**src/rtl/temp_sensor_spi_reader.sv**
```systemverilog
// temp_sensor_spi_reader: polls a mode-0 SPI temperature sensor and holds the rounded,
// saturated whole-degree reading for the BCD seven-segment decoder.
module temp_sensor_spi_reader #(
    parameter int unsigned CLK_DIV       = 4,
    parameter int unsigned SAMPLE_PERIOD = 1000000,
    parameter int unsigned FRAME_BITS    = 16
) (
    input  logic       clk,
    input  logic       rst,
    input  logic       start,
    input  logic       miso,
    output logic       sclk,
    output logic       cs_n,
    output logic [7:0] temp,
    output logic       temp_valid,
    output logic       neg,
    output logic       busy
);
    localparam int DW = $clog2(CLK_DIV);
    localparam int HW = $clog2(2 * FRAME_BITS);

    typedef enum logic [1:0] {IDLE, SETUP, SHIFT, DONE} state_t;

    state_t                  state_q, state_d;
    logic [DW-1:0]           div_q, div_d;
    logic [HW-1:0]           half_q, half_d;
    logic [FRAME_BITS-1:0]   sr_q, sr_d;
    logic [31:0]             tmr_q, tmr_d;
    logic [7:0]              temp_q, temp_d;
    logic                    sclk_q, sclk_d, cs_n_q, cs_n_d, neg_q, neg_d, valid_q, valid_d;
    logic                    tick, div_last, half_last;
    logic [8:0]              sum;

    assign tick      = (SAMPLE_PERIOD != 0) && (tmr_q == 32'(SAMPLE_PERIOD - 1));
    assign div_last  = div_q == DW'(CLK_DIV - 1);
    assign half_last = half_q == HW'(2 * FRAME_BITS - 1);
    // frame: sign, 8 integer bits, half-degree bit, 6 ignored bits
    assign sum       = {1'b0, sr_q[FRAME_BITS-2 -: 8]} + 9'(sr_q[FRAME_BITS-10]);

    always_comb begin
        state_d = state_q;
        div_d   = div_q;
        half_d  = half_q;
        sr_d    = sr_q;
        sclk_d  = sclk_q;
        temp_d  = temp_q;
        neg_d   = neg_q;
        valid_d = 1'b0;
        tmr_d   = (SAMPLE_PERIOD == 0 || tick) ? '0 : tmr_q + 32'd1;
        case (state_q)
            IDLE: if (start || tick) begin
                state_d = SETUP;
                div_d   = '0;
                sr_d    = '0;
            end
            SETUP: begin
                div_d = div_last ? '0 : div_q + 1'b1;
                if (div_last) begin
                    state_d = SHIFT;
                    half_d  = '0;
                end
            end
            SHIFT: begin
                div_d = div_last ? '0 : div_q + 1'b1;
                if (div_last) begin
                    half_d = half_q + 1'b1;
                    sclk_d = ~sclk_q;
                    sr_d   = sclk_q ? sr_q : {sr_q[FRAME_BITS-2:0], miso};
                    if (half_last) begin
                        state_d = DONE;
                        sclk_d  = 1'b0;
                    end
                end
            end
            default: begin
                state_d = IDLE;
                valid_d = 1'b1;
                neg_d   = sr_q[FRAME_BITS-1];
                temp_d  = sr_q[FRAME_BITS-1] ? 8'd0 : sum[8] ? 8'hFF : sum[7:0];
            end
        endcase
        cs_n_d = !(state_d == SETUP || state_d == SHIFT);
    end

    always_ff @(posedge clk or posedge rst) begin
        if (rst) begin
            state_q <= IDLE;
            div_q   <= '0;
            half_q  <= '0;
            sr_q    <= '0;
            tmr_q   <= '0;
            sclk_q  <= 1'b0;
            cs_n_q  <= 1'b1;
            temp_q  <= '0;
            neg_q   <= 1'b0;
            valid_q <= 1'b0;
        end else begin
            state_q <= state_d;
            div_q   <= div_d;
            half_q  <= half_d;
            sr_q    <= sr_d;
            tmr_q   <= tmr_d;
            sclk_q  <= sclk_d;
            cs_n_q  <= cs_n_d;
            temp_q  <= temp_d;
            neg_q   <= neg_d;
            valid_q <= valid_d;
        end
    end

    assign sclk       = sclk_q;
    assign cs_n       = cs_n_q;
    assign temp       = temp_q;
    assign neg        = neg_q;
    assign temp_valid = valid_q;
    assign busy       = state_q != IDLE;
endmodule

```
**config.mk**
```make
export PLATFORM = sky130hd
export DESIGN_NAME = temp_sensor_spi_reader
export DESIGN_NICKNAME = d
export VERILOG_FILES = /design/src/rtl/temp_sensor_spi_reader.sv
export SDC_FILE = /design/constraint.sdc
export NUM_CORES = 1
export LEC_CHECK = 0
export ABC_AREA = 1
export CAP_MARGIN = 20
export CORE_MARGIN = 4
export CORE_UTILIZATION = 45
export DETAILED_ROUTE_END_ITERATION = 10
export PLACE_DENSITY_LB_ADDON = 0.3
export SYNTH_ARGS = -nofsm -noshare
export SYNTH_HDL_FRONTEND = slang
export SYNTH_SLANG_ARGS = --single-unit
```
**constraint.sdc**
```tcl
create_clock -name clk -period 4.2 [get_ports clk]
set_input_delay 0.84 -clock clk [delete_from_list [all_inputs] [get_ports clk]]
set_output_delay 0.84 -clock clk [all_outputs]
set_load 0.005 [all_outputs]
```
Word-level counts from Yosys, hierarchy flattened
Cells that the tools add are included.
{"block": "totals", "ff_bits": 69, "input_bits": 4, "output_inout_bits": 13, "elab_cells": 60}
{"block": "op_classes", "n_addsub": 4, "eq_ne": 11, "n_mux": 20, "n_bitwise": 1, "reduce_logical": 14}
{"op": "16-bit two-way mux", "n": 3}
{"op": "32-bit by 1-bit adder with 32-bit output, second input constant", "n": 1}
{"op": "32-bit by 20-bit equality test with 1-bit output, second input constant", "n": 1}
{"op": "32-bit two-way mux", "n": 1}
{"op": "16-bit one-hot mux with 2 select lines", "n": 1}
{"op": "8-bit two-way mux", "n": 2}
{"op": "2-bit two-way mux", "n": 6}
{"op": "5-bit two-way mux", "n": 2}
{"op": "5-bit one-hot mux with 2 select lines", "n": 1}
{"op": "8-bit by 1-bit adder with 9-bit output", "n": 1}
{"op": "2-bit inequality test, second input constant", "n": 4}
{"op": "2-bit nonzero test", "n": 4}
{"op": "2-bit equality test, second input constant", "n": 3}
{"op": "2-bit one-hot mux with 3 select lines", "n": 1}
{"op": "5-bit by 1-bit adder with 5-bit output, second input constant", "n": 1}
{"op": "5-bit equality test, second input constant", "n": 1}
{"op": "2-bit by 1-bit equality test with 1-bit output, second input constant", "n": 2}
{"op": "2-bit one-hot mux with 2 select lines", "n": 1}
{"op": "2-bit AND reduction", "n": 2}
{"op": "4-bit AND reduction", "n": 1}
{"op": "3-bit AND reduction", "n": 1}
{"op": "3-bit OR reduction", "n": 1}
{"op": "2-bit by 1-bit adder with 2-bit output, second input constant", "n": 1}
{"op": "2-bit zero test", "n": 1}
{"op": "5 further kinds", "n": 7}

Longest topological paths before layout
{"block": "logic_depth", "word_depth": 7, "ltp_mapped": 13, "depth_no_buf": 12}

Least setup slack after synthesis
Ideal clock, no wire load.
{"block": "synth_timing", "path_type": "register to output", "from": "register state_q[0]", "to": "output busy", "t_arrival_ns": 0.836, "t_required_ns": 3.360, "slack_ns": 2.524, "stages_incl_launch_ff": 4, "path_buffers": 0, "path_cell_list": "dfrtp_1 > inv_1 > ha_1 > inv_1"}
{"block": "synth_via", "elab_chain_len": 1}
{"element": "from (decl)", "line_no": "24", "text": "state_t state_q, state_d;"}
{"element": "from (signal assigned)", "line_no": "98", "text": "state_q <= state_d;"}
{"element": "2-bit nonzero test", "line_no": "116", "text": "assign busy = state_q != IDLE;"}
{"element": "to (decl)", "line_no": "17", "text": "output logic busy"}
Every way passes these cells.

Worst setup path after layout
Ends and elaborated chain as after synthesis.

==> impl_metrics.ini <==
[yosys]
synthesized_area_fraction_occupied_by_adder_cells = 0.0367
number_of_synthesized_flops_with_an_enable_pin = 0
synth_simple_gate_area_share = 0.273
synthesis.area_um2 = 3750
synthFlopType = dfrtp_1
synth_top_family_by_area = simple AND/OR/NAND/NOR gates
portion_of_the_post_synthesis_area_used_by_sequential_elements = 0.460
synth_xor_area_frac = 0.0513
synth.distinct_cells = 35
post_synth.cell_area_avg_um2 = 8.25
synthesized_net_count = 470
synthesis.yosys.warnings = 0
post_synthesis_compound_gate_area_fraction = 0.0860
asyncSetResetFlopFracSynth = 1.00
synthCells = 455
synth_seq_cells = 69
synth.area.mux_share = 0

[final_layout]
final_nets = 492
final_common_cell = nand2_1
antennaDiodeCount = 0
postLayoutCoreUtil = 0.516
most-common-layout-cells = nand2_1 (98), inv_1 (72), dfrtp_1 (68)
syn_to_final_growth_pct = 12.4
drive_above_1_share = 0.116

[clock_tree]
cts_hold_buffers = 0
number_of_buffers_between_clock_root_and_the_deepest_sink = 2
cts_tree = done
clock-root-buffer = clkbuf_8
ctsResizeCount = 0
clock_sink_count = 69
cts_inserted_buffers = 9
post_cts_buffers = 0
clkTransAtPathRegs_ns = 0.08
cts_htree_levels = 3
clkLatencyLatePin_ns = 0.36

[timing]
final-max-slew-violation-count = 0
worst_clock_skew_ns = 0.0125
fmax_mhz = 381
fin_worst_setup_slack_ns = 1.57
timing.final.crit_share = 0.626
timing.slew.headroom = 0.501
tightestPinTransition_ns = 0.748
finalSetupViolCount = 0
unrepaired_setup_endpoints_after_global_routing = no
timing_hold_violations_final = 0
fin_worst_hold_slack_ns = 0.488
setup-tns-final_ns = 0
min_clock_period_post_route_ns = 2.63

[floorplan]
std_cell_rows = 33
initial_utilization = 0.459
coreArea_um2 = 8180
num_io_pins = 17
floorplan.die.width_um = 99.3
die_area_um2 = 9870
chipHeight_um = 99.3

[setup_path]
critPathRequiredTime_ns = 3.36
setup.worst_path.class = register to output port
worstSetupStartpointType = register
critPathMaxFanout = 5
worst_ep_arrival_time_ns = 1.79
cp-end-kind = output port

[pwr]
power.density_nw_per_um2 = 412
pwr-share-clk = 0.350
p_leak_nw = 2.06
power_switching_share = 0.319
power.ir.vdd_worst_mv = 0.352
power_spent_charging_and_discharging_nets_w = 0.000556
comb_power_share = 0.220
seq_power_share = 0.430
cellInternalPower_w = 0.00118

[drt]
ant_nets = 0
drt-initial-drc-count = 119
post_drt_wl_per_cell_um = 13.0
routed_wirelength_mm = 7.66
drt_pass1_iterations = 4
viasPerCell = 5.02
remaining_drc_errors = 0
route.vias.total = 2948

[global_route]
groute.usage.overall = 0.170
number_of_antenna_violations_at_the_first_check_in_global_routing = 0
overflow = 0
first_global_vias = 2938
grt_pass1_wl_mm = 13.4
largest_net_degree_at_the_start_of_global_routing = 31

[hold_path]
min_delay_path_class = register to register

[placed_design]
numPortBuffers = 16
dp_worst_setup_slack_ns = 1.67
hpwlAfterDp_mm = 5.65
gp_routability_congestion = 0.901

[run]
maxCapViolations = 0

[status]
status = finished clean
## power by group through the flow
| stage | clock network (W) | logic (W) | registers [W] |
|---|---|---|---|
| 2_1_floorplan | 0 | 0.000324 | 0.000757 |
| 3_3_place_gp | 0 | 0.000377 | 0.000759 |
| 3_5_place_dp | 0 | 0.000386 | 0.000762 |
| 4_1_cts | 0.000622 | 0.000388 | 0.000749 |
| 5_1_grt | 0.000652 | 0.000435 | 0.000756 |
| 6_report | 0.000608 | 0.000383 | 0.000749 |
## synth_stat cells, types with 4 or more instances
library cell,n,area [um^2]
nand2_1,98,368
inv_1,73,274
dfrtp_1,68,1700
nor2_1,48,180
xor2_1,22,193
nor3_1,21,105
o21ai_0,21,105
nand3_1,15,75.1
nand4_1,14,87.6
o21ai_2,13,114
a21oi_1,12,60.1
ha_1,11,138
nand3_2,6,60.1
nor2_2,4,25.0
## path summary, 6_finish.rpt
path | end | start | depth (start not counted) | slack [ns]
setup / recovery | busy | state_q[0]$_DFF_PP0_ | 4 | 1.57
hold / removal | div_q[1]$_DFFE_PP0P_ | div_q[1]$_DFFE_PP0P_ | 2 | 0.49
setup reg to reg | sr_q[8]$_DFFE_PP0P_ | state_q[0]$_DFF_PP0_ | 8 | 1.66
hold reg to reg | div_q[1]$_DFFE_PP0P_ | div_q[1]$_DFFE_PP0P_ | 2 | 0.49
max in group asynchronous | cs_n$_DFF_PP1_ | rst | 3 | 2.51
min in group asynchronous | temp[5]$_DFFE_PP0P_ | rst | 2 | 0.88
## kinds of logic after synthesis
group / Yosys count
xor+xnor: 22
compound gates: 52
simple gates: 219
buf+inv: 82
fa+ha+maj: 11
flops: 69
## flip-flops by register name (all words and copies together), names as in the netlist
name        count
sclk            1
neg             1
half_q          5
cs_n            1
tmr_q          32
temp_valid      1
sr_q           16
state_q         2
div_q           2
temp            8
## stage by stage
step	total power (W)	area, um^2	cells
final	0.00174	4220	587
after global routing	0.00184	4220	587
after floorplan	0.00108	3750	455
after CTS	0.00176	4220	587
after detailed placement	0.00115	4000	571
after global placement	0.00114	4000	571
## per-layer routing
metal,GRT usage,up-vias,wire [um]
met3,0.0463,16,279
met4,0.0777,0,170
met1,0.206,1381,3430
li1,-,1491,-
met2,0.282,60,3780
met5,0,-,0
## worst max-delay path: stages, from the launching register on
cell and delay (ns):
dfrtp_1 0.41, inv_1 0.11, ha_1 0.29, inv_1 0.12
clkdlybuf4s50_1 0.50
## area by class of cell
class                      count  area (um^2)
timing repair buffer          18          175
fill                         786         3950
clock inverter                 7         98.8
sequential                    69         1730
multi-input combinational    304         1680
tap                          105          131
clock buffer                   9          124
inverter                      75          287
(Power assumes the default switching activity.)
